$ cat src/rtl/ifu_axi_fetch_pkg.sv
// Shared types and constants for the AXI4 instruction fetch stage.
package ifu_axi_fetch_pkg;

  typedef enum logic [2:0] {
    StIdle,
    StAddr,
    StData,
    StHold,
    StDrain
  } fetch_state_e;

  typedef enum logic [1:0] {
    FaultNone     = 2'b00,
    FaultMisalign = 2'b01,
    FaultBus      = 2'b10
  } fault_e;

  localparam logic [1:0] AxiBurstIncr = 2'b01;
  localparam logic [2:0] AxiSize4B    = 3'b010;
  localparam logic [1:0] AxiRespOkay  = 2'b00;
  localparam logic [7:0] AxiLenSingle = 8'd0;

  function automatic logic is_misaligned(input logic [1:0] lsb);
    return lsb != 2'b00;
  endfunction

endpackage

$ cat src/rtl/ifu_axi_fetch_if.sv
// AXI4 read-address and read-data channels used by the fetch stage.
interface ifu_axi_fetch_if #(
  parameter int unsigned ADDR_W = 32,
  parameter int unsigned DATA_W = 32
);
  logic              arvalid;
  logic              arready;
  logic [ADDR_W-1:0] araddr;
  logic [3:0]        arid;
  logic [7:0]        arlen;
  logic [2:0]        arsize;
  logic [1:0]        arburst;

  logic              rvalid;
  logic              rready;
  logic [DATA_W-1:0] rdata;
  logic [1:0]        rresp;
  logic              rlast;
  logic [3:0]        rid;

  modport master (
    output arvalid, araddr, arid, arlen, arsize, arburst, rready,
    input  arready, rvalid, rdata, rresp, rlast, rid
  );

  modport slave (
    input  arvalid, araddr, arid, arlen, arsize, arburst, rready,
    output arready, rvalid, rdata, rresp, rlast, rid
  );
endinterface

$ cat src/rtl/ifu_axi_fetch.sv
// Instruction fetch: takes a PC, issues one single-beat AXI read, hands the
// instruction (or a fault) to the decoder; flush drains any in-flight read.
module ifu_axi_fetch
  import ifu_axi_fetch_pkg::*;
#(
  parameter int unsigned ADDR_W = 32,
  parameter int unsigned DATA_W = 32,
  parameter logic [3:0]  AXI_ID = 4'd0
) (
  input  logic              clk_i,
  input  logic              rst_i,
  input  logic              pc_valid_i,
  input  logic [ADDR_W-1:0] pc_i,
  output logic              pc_ready_o,
  input  logic              flush_i,
  output logic              inst_valid_o,
  input  logic              inst_ready_i,
  output logic [31:0]       inst_o,
  output logic [ADDR_W-1:0] inst_pc_o,
  output logic [1:0]        fault_o,
  ifu_axi_fetch_if.master   axi
);

  fetch_state_e      state_q, state_d;
  logic              killed_q, killed_d;
  logic [31:0]       inst_q, inst_d;
  logic [ADDR_W-1:0] inst_pc_q, inst_pc_d;
  logic [ADDR_W-1:0] araddr_q, araddr_d;
  fault_e            fault_q, fault_d;
  logic              pc_accept;
  logic              r_match;

  assign pc_ready_o = !flush_i && (state_q == StIdle || (state_q == StHold && inst_ready_i));
  assign pc_accept  = pc_valid_i && pc_ready_o;
  assign r_match    = axi.rvalid && (axi.rid == AXI_ID);

  always_comb begin
    state_d   = state_q;
    killed_d  = killed_q;
    inst_d    = inst_q;
    inst_pc_d = inst_pc_q;
    araddr_d  = araddr_q;
    fault_d   = fault_q;

    unique case (state_q)
      StIdle: ;
      StHold: begin
        if (flush_i || inst_ready_i) state_d = StIdle;
      end
      StAddr: begin
        // The AR cannot be withdrawn, so a flush only marks the beat for discard.
        killed_d = killed_q || flush_i;
        if (axi.arready) state_d = (killed_q || flush_i) ? StDrain : StData;
      end
      StData: begin
        if (r_match) begin
          killed_d = 1'b0;
          if (flush_i || killed_q) begin
            state_d = StIdle;
          end else begin
            state_d = StHold;
            inst_d  = axi.rdata[31:0];
            fault_d = (axi.rresp != AxiRespOkay || !axi.rlast) ? FaultBus : FaultNone;
          end
        end else if (flush_i) begin
          killed_d = 1'b1;
        end
      end
      StDrain: begin
        if (r_match) begin
          state_d  = StIdle;
          killed_d = 1'b0;
        end
      end
      default: state_d = StIdle;
    endcase

    // Accept only happens from IDLE or a consumed HOLD, so it overrides the above.
    if (pc_accept) begin
      inst_pc_d = pc_i;
      if (is_misaligned(pc_i[1:0])) begin
        state_d = StHold;
        fault_d = FaultMisalign;
        inst_d  = '0;
      end else begin
        state_d  = StAddr;
        araddr_d = pc_i;
      end
    end
  end

  always_ff @(posedge clk_i) begin
    if (!rst_i) begin
      state_q   <= StIdle;
      killed_q  <= 1'b0;
      inst_q    <= '0;
      inst_pc_q <= '0;
      araddr_q  <= '0;
      fault_q   <= FaultNone;
    end else begin
      state_q   <= state_d;
      killed_q  <= killed_d;
      inst_q    <= inst_d;
      inst_pc_q <= inst_pc_d;
      araddr_q  <= araddr_d;
      fault_q   <= fault_d;
    end
  end

  assign axi.arvalid   = (state_q == StAddr);
  assign axi.araddr    = araddr_q;
  assign axi.arid      = AXI_ID;
  assign axi.arlen     = AxiLenSingle;
  assign axi.arsize    = AxiSize4B;
  assign axi.arburst   = AxiBurstIncr;
  assign axi.rready    = (state_q == StData) || (state_q == StDrain);

  assign inst_valid_o  = (state_q == StHold);
  assign inst_o        = inst_q;
  assign inst_pc_o     = inst_pc_q;
  assign fault_o       = fault_q;

endmodule

$ cat src/flat_wrapper.sv
// flat-port wrapper written by rule: the top's interface ports become plain ports
module ifu_axi_fetch_flat import ifu_axi_fetch_pkg::*;
#(
  parameter int unsigned ADDR_W = 32,
  parameter int unsigned DATA_W = 32,
  parameter logic [3:0]  AXI_ID = 4'd0
)
  (clk_i, rst_i, pc_valid_i, pc_i, pc_ready_o, flush_i, inst_valid_o, inst_ready_i, inst_o, inst_pc_o, fault_o, axi_arvalid, axi_araddr, axi_arid, axi_arlen, axi_arsize, axi_arburst, axi_rready, axi_arready, axi_rvalid, axi_rdata, axi_rresp, axi_rlast, axi_rid);
  ifu_axi_fetch_if #(.ADDR_W(ADDR_W), .DATA_W(DATA_W)) axi_i ();
  input  logic clk_i;
  input  logic rst_i;
  input  logic pc_valid_i;
  input  logic [ADDR_W-1:0] pc_i;
  output logic pc_ready_o;
  input  logic flush_i;
  output logic inst_valid_o;
  input  logic inst_ready_i;
  output logic [31:0] inst_o;
  output logic [ADDR_W-1:0] inst_pc_o;
  output logic [1:0] fault_o;
  output wire logic [$bits(axi_i.arvalid)-1:0] axi_arvalid;
  output wire logic [$bits(axi_i.araddr)-1:0] axi_araddr;
  output wire logic [$bits(axi_i.arid)-1:0] axi_arid;
  output wire logic [$bits(axi_i.arlen)-1:0] axi_arlen;
  output wire logic [$bits(axi_i.arsize)-1:0] axi_arsize;
  output wire logic [$bits(axi_i.arburst)-1:0] axi_arburst;
  output wire logic [$bits(axi_i.rready)-1:0] axi_rready;
  input wire logic [$bits(axi_i.arready)-1:0] axi_arready;
  input wire logic [$bits(axi_i.rvalid)-1:0] axi_rvalid;
  input wire logic [$bits(axi_i.rdata)-1:0] axi_rdata;
  input wire logic [$bits(axi_i.rresp)-1:0] axi_rresp;
  input wire logic [$bits(axi_i.rlast)-1:0] axi_rlast;
  input wire logic [$bits(axi_i.rid)-1:0] axi_rid;
  assign axi_arvalid = axi_i.arvalid;
  assign axi_araddr = axi_i.araddr;
  assign axi_arid = axi_i.arid;
  assign axi_arlen = axi_i.arlen;
  assign axi_arsize = axi_i.arsize;
  assign axi_arburst = axi_i.arburst;
  assign axi_rready = axi_i.rready;
  assign axi_i.arready = axi_arready;
  assign axi_i.rvalid = axi_rvalid;
  assign axi_i.rdata = axi_rdata;
  assign axi_i.rresp = axi_rresp;
  assign axi_i.rlast = axi_rlast;
  assign axi_i.rid = axi_rid;
  ifu_axi_fetch #(.ADDR_W(ADDR_W), .DATA_W(DATA_W), .AXI_ID(AXI_ID)) u_core (.clk_i(clk_i), .rst_i(rst_i), .pc_valid_i(pc_valid_i), .pc_i(pc_i), .pc_ready_o(pc_ready_o), .flush_i(flush_i), .inst_valid_o(inst_valid_o), .inst_ready_i(inst_ready_i), .inst_o(inst_o), .inst_pc_o(inst_pc_o), .fault_o(fault_o), .axi(axi_i));
endmodule
$ cat config.mk
export PLATFORM = sky130hd
export DESIGN_NAME = ifu_axi_fetch_flat
export DESIGN_NICKNAME = d
export VERILOG_FILES = /design/src/rtl/ifu_axi_fetch_pkg.sv /design/src/rtl/ifu_axi_fetch_if.sv /design/src/rtl/ifu_axi_fetch.sv /design/src/flat_wrapper.sv
export SDC_FILE = /design/constraint.sdc
export NUM_CORES = 1
export LEC_CHECK = 0
export ABC_AREA = 1
export BUFFER_PORTS_ARGS = -buffer_cell sky130_fd_sc_hd__buf_2
export CAP_MARGIN = 20
export CORE_MARGIN = 5
export CORE_UTILIZATION = 46
export CTS_CLUSTER_SIZE = 14
export DETAILED_ROUTE_END_ITERATION = 6
export PLACE_DENSITY = 0.8
export SYNTH_ARGS = -nofsm -noshare
export SYNTH_HDL_FRONTEND = slang
export SYNTH_SLANG_ARGS = --single-unit
export TNS_END_PERCENT = 100
$ cat constraint.sdc
create_clock -name clk_i -period 1.92 [get_ports clk_i]
set_clock_uncertainty 0.15 [all_clocks]
set_input_delay 0.096 -clock clk_i [delete_from_list [all_inputs] [get_ports clk_i]]
set_output_delay 0.096 -clock clk_i [all_outputs]
set_load 0.02 [all_outputs]
==> results.md <==
* Gr ovfl total at 0
* Die footprint at 10580 um2
* End of the worst register-to-register path: u_core.inst_pc_o[8]$_SDFFE_PN0P_
* Time the final worst path needs with I/O delays and setup at 1.814 ns
* Start-to-end type of the worst setup path: flip-flop to primary output
* Portion of synthesized cell area occupied by the leading cell type at between 50% and 60%
* Count of buffer and inverter cells on the critical path at 3
* Yosys warns at 0
* FF-to-FF setup slack at 0.16 ns
* Final ANT Viol Nets at 0
* Endpoint kind of the worst setup timing path: primary output
* CTS tree: built
* Final Hold Violating Endpoints at 0
* Sequence of cells on the critical path: inv_2 > nand4_1 > a21oi_4 > buf_12 > buf_4
* Number of endpoints failing setup at the final stage at 0
* Largest delay share family, worst path: buffers and inverters
* Leading post-synthesis cells by instance count: nand2_1, dfxtp_1, nor2_1
* Min-Delay Endpoint: u_core.inst_pc_o[19]$_SDFFE_PN0P_
* Run status: completed
* Die width at about 100 um
* Required time at the endpoint of the critical path at about 1.7 ns
* Fraction of layout cells with a size suffix above 1 at between 20 and 30%
* Reg2reg start: u_core.state_q[2]$_SDFFE_PN0P_
* Final layout net count at 840
* Post-layout total power at 4.975 mW
* Crit-path slowest cell: dfxtp_2
* IR Drop Worst-Case VDD at roughly 0.43 mV
* Initial core utilization at about 48%
* Number of cells on the worst hold path at 3
* Layout area overhead at 46.29%
* Setup TNS after final layout at 0 ns
* Count of flip-flops with a built-in enable after synthesis at 0
* Global-route wire length before repair at between 20000 and 25000 um
* Tightest Hold Check Type: input pin to flip-flop
* Cell count along the critical path at 5
* Bufs on Longest Clock Path at 2
* Die span in y at 102.9 um
* Overall routed net length at about 13000 um
* Maximum achievable frequency at about 0.55 GHz
* Synth area leaders: dfxtp_1, nand2_1, a21oi_1
* Power density normalized to cell area at ~860 nW/um2
* DP Wirelength at ~8600 um
* MaxCap Viol Count at 0
* Vias per std cell at slightly above 5
* Number of diodes added for antenna fixing at 0
* Element type at the critical path start: flip-flop
* Number of cells in the finished layout apart from fillers at between 800 and 900
* Clock H-tree levels at 3
* 1st-pass router iterations at 5
* Max-slew violation count at 0
* Number of design-rule violations left by the first detailed-router iteration at about 220
* Wire length per cell at between 15 and 20 um
* Post-synth top flop: dfxtp_1
* HP Start: pc_valid_i
* Placed insts at 786
* TritonCTS Buffers at 9
* Final core occ at 69.94%
* Stage delay of the slowest cell on the critical path at between 0.3 and 0.4 ns
* Synthesized instance count at 523
* P_leak at approximately 2.7 nW
* Number of top-level design ports at 197
* Clk Latency, worst-skew pair at between 0.3 and 0.4 ns
* Placement row count at 33
* Number of antenna violations at the first check in global routing at 0
* Final worst path period share at between 90 and 100%
* Clock Root Buffer: clkbuf_8
* DRC errors left at 0
* Worst-path maximum fanout at 17
* Leading cell type by number of instances after synthesis: nand2_1
* Core Area at between 8000 and 9000 um2
* Number of clock sinks at about 100
* Clock-pin slew of the registers on the worst-case setup and hold paths at 0.11 ns
* Vias after detailed routing at roughly 4.4k
* Arrival time at the worst endpoint at between 1.5 and 2 ns
* Number of global-route vias before repair at approximately 4.4k
* Setup repair after global routing missed its margin: no
* Overall Global Routing Usage at roughly a quarter
* #FFs+latches synth at a little over 100
* FFs w/ async S/R, synth at 0%
* Maximum number of pins on one net before global-route repair at 39
* Post-synthesis cell area at 3968 um2
* Proportion of synthesized chip area in sequential cells at 51.47%
* Mean area per synthesized cell at ~7.6 um2
* Final GP Congestion at between 0.8 and 0.9
* Cell type with the largest total area after synthesis: dfxtp_1
* PortBufs at about 180
* Cell variety after synth at 22
* Hold slack at 0.02526 ns
* Length in cells of the worst reg-to-reg path at 7
## worst min-delay path, cell delays in order
cell and delay [ns]:
buf_2 0.21, nand3_1 0.12, a21oi_1 0.05
## worst max-delay path by stage
stage / from / end / slack (ns)
6_report: u_core.state_q[2]$_SDFFE_PN0P_ / pc_ready_o / 0.11
5_1_grt: u_core.state_q[2]$_SDFFE_PN0P_ / pc_ready_o / 0.02
4_1_cts: u_core.state_q[0]$_SDFFE_PN0P_ / pc_ready_o / 0.03
3_5_place_dp: u_core.state_q[0]$_SDFFE_PN0P_ / u_core.fault_o[1]$_SDFF_PN0_ / 0.18
3_3_place_gp: u_core.state_q[2]$_SDFFE_PN0P_ / u_core.inst_pc_o[30]$_SDFFE_PN0P_ / 0.23
2_1_floorplan: u_core.state_q[0]$_SDFFE_PN0P_ / u_core.fault_o[1]$_SDFF_PN0_ / 0.41
## placed cells by master, fill, tap and decap left out
| master | instances |
|---|---|
| inv_2 | 5 |
| buf_12 | 3 |
| nor2_1 | 82 |
| inv_1 | 12 |
| nand4_1 | 3 |
| nor2_2 | 2 |
| dlygate4sd3_1 | 68 |
| clkbuf_8 | 10 |
| inv_4 | 1 |
| conb_1 | 17 |
| nand4_2 | 1 |
| nor2_4 | 1 |
| buf_4 | 10 |
| buf_6 | 1 |
| buf_2 | 178 |
| clkinvlp_4 | 1 |
| nand2_2 | 2 |
| inv_6 | 2 |
| nand3_2 | 1 |
| dfxtp_1 | 99 |
| nor3_1 | 32 |
| o211ai_1 | 2 |
| bufbuf_16 | 1 |
| a21oi_1 | 67 |
| a21oi_4 | 1 |
| o21ai_0 | 3 |
| clkinv_2 | 2 |
| dfxtp_2 | 3 |
| nand2_1 | 117 |
| clkinv_4 | 1 |
| nand3_1 | 39 |
## sequential cells by signal, indices dropped and copies added, names as in the netlist
name / count
u_core.axi.araddr: 32
u_core.inst_o: 32
u_core.inst_pc_o: 32
u_core.state_q: 3
u_core.fault_o: 2
u_core.killed_q: 1
## final cells by class
type	instances	area, um2
clock inverter	6	43.79
clock buffer	10	137.6
fill	631	2495
tap	105	131.4
inverter	18	70.07
multi-input combinational	370	1625
sequential	102	2046
timing repair buffer	261	1750
## per-stage QoR
stage | setup WS, ns | cell area [um2]
after floorplan | 0.4057 | 4024
after global placement | 0.2251 | 4880
after detailed placement | 0.1814 | 4880
after CTS | 0.02895 | 5782
after global routing | 0.02284 | 5804
final | 0.1056 | 5804
## metal layers
layer | routed length (um) | GRT usage, % | part of all wire [%]
met1 | 5137 | 27.61 | 38
met5 | 0 | 0 | 0
met4 | 293 | 10.26 | 2.2
met3 | 1299 | 5.886 | 9.7
met2 | 6704 | 44.24 | 50
## power by group
| part | switching [mW] | leakage (nW) | internal [mW] |
|---|---|---|---|
| Clock | 0.725 | 0.0930 | 0.515 |
| Sequential | 0.0855 | 0.827 | 2.25 |
| Combinational | 0.834 | 1.81 | 0.564 |
## kinds of logic after synthesis
family                 count (synthesis)  share of synthesized area [%]
buffers and inverters                 66                          9.240
flip-flops                           102                          51.47
other                                  2                         0.1893
AO/OA/AOI/OAI                         73                          9.429
AND/OR/NAND/NOR                      280                          29.68
## timing repair
item                                    4_1_cts  5_1_grt
endpoints found under the hold margin       102        0
setup buffers                                 1        0
pin swaps                                     1        2
endpoints found under the setup margin        1       16
gates resized for setup                       1       10
cloned                                        1        0
hold buffers                                 68        0
(Power assumes the default switching activity.)
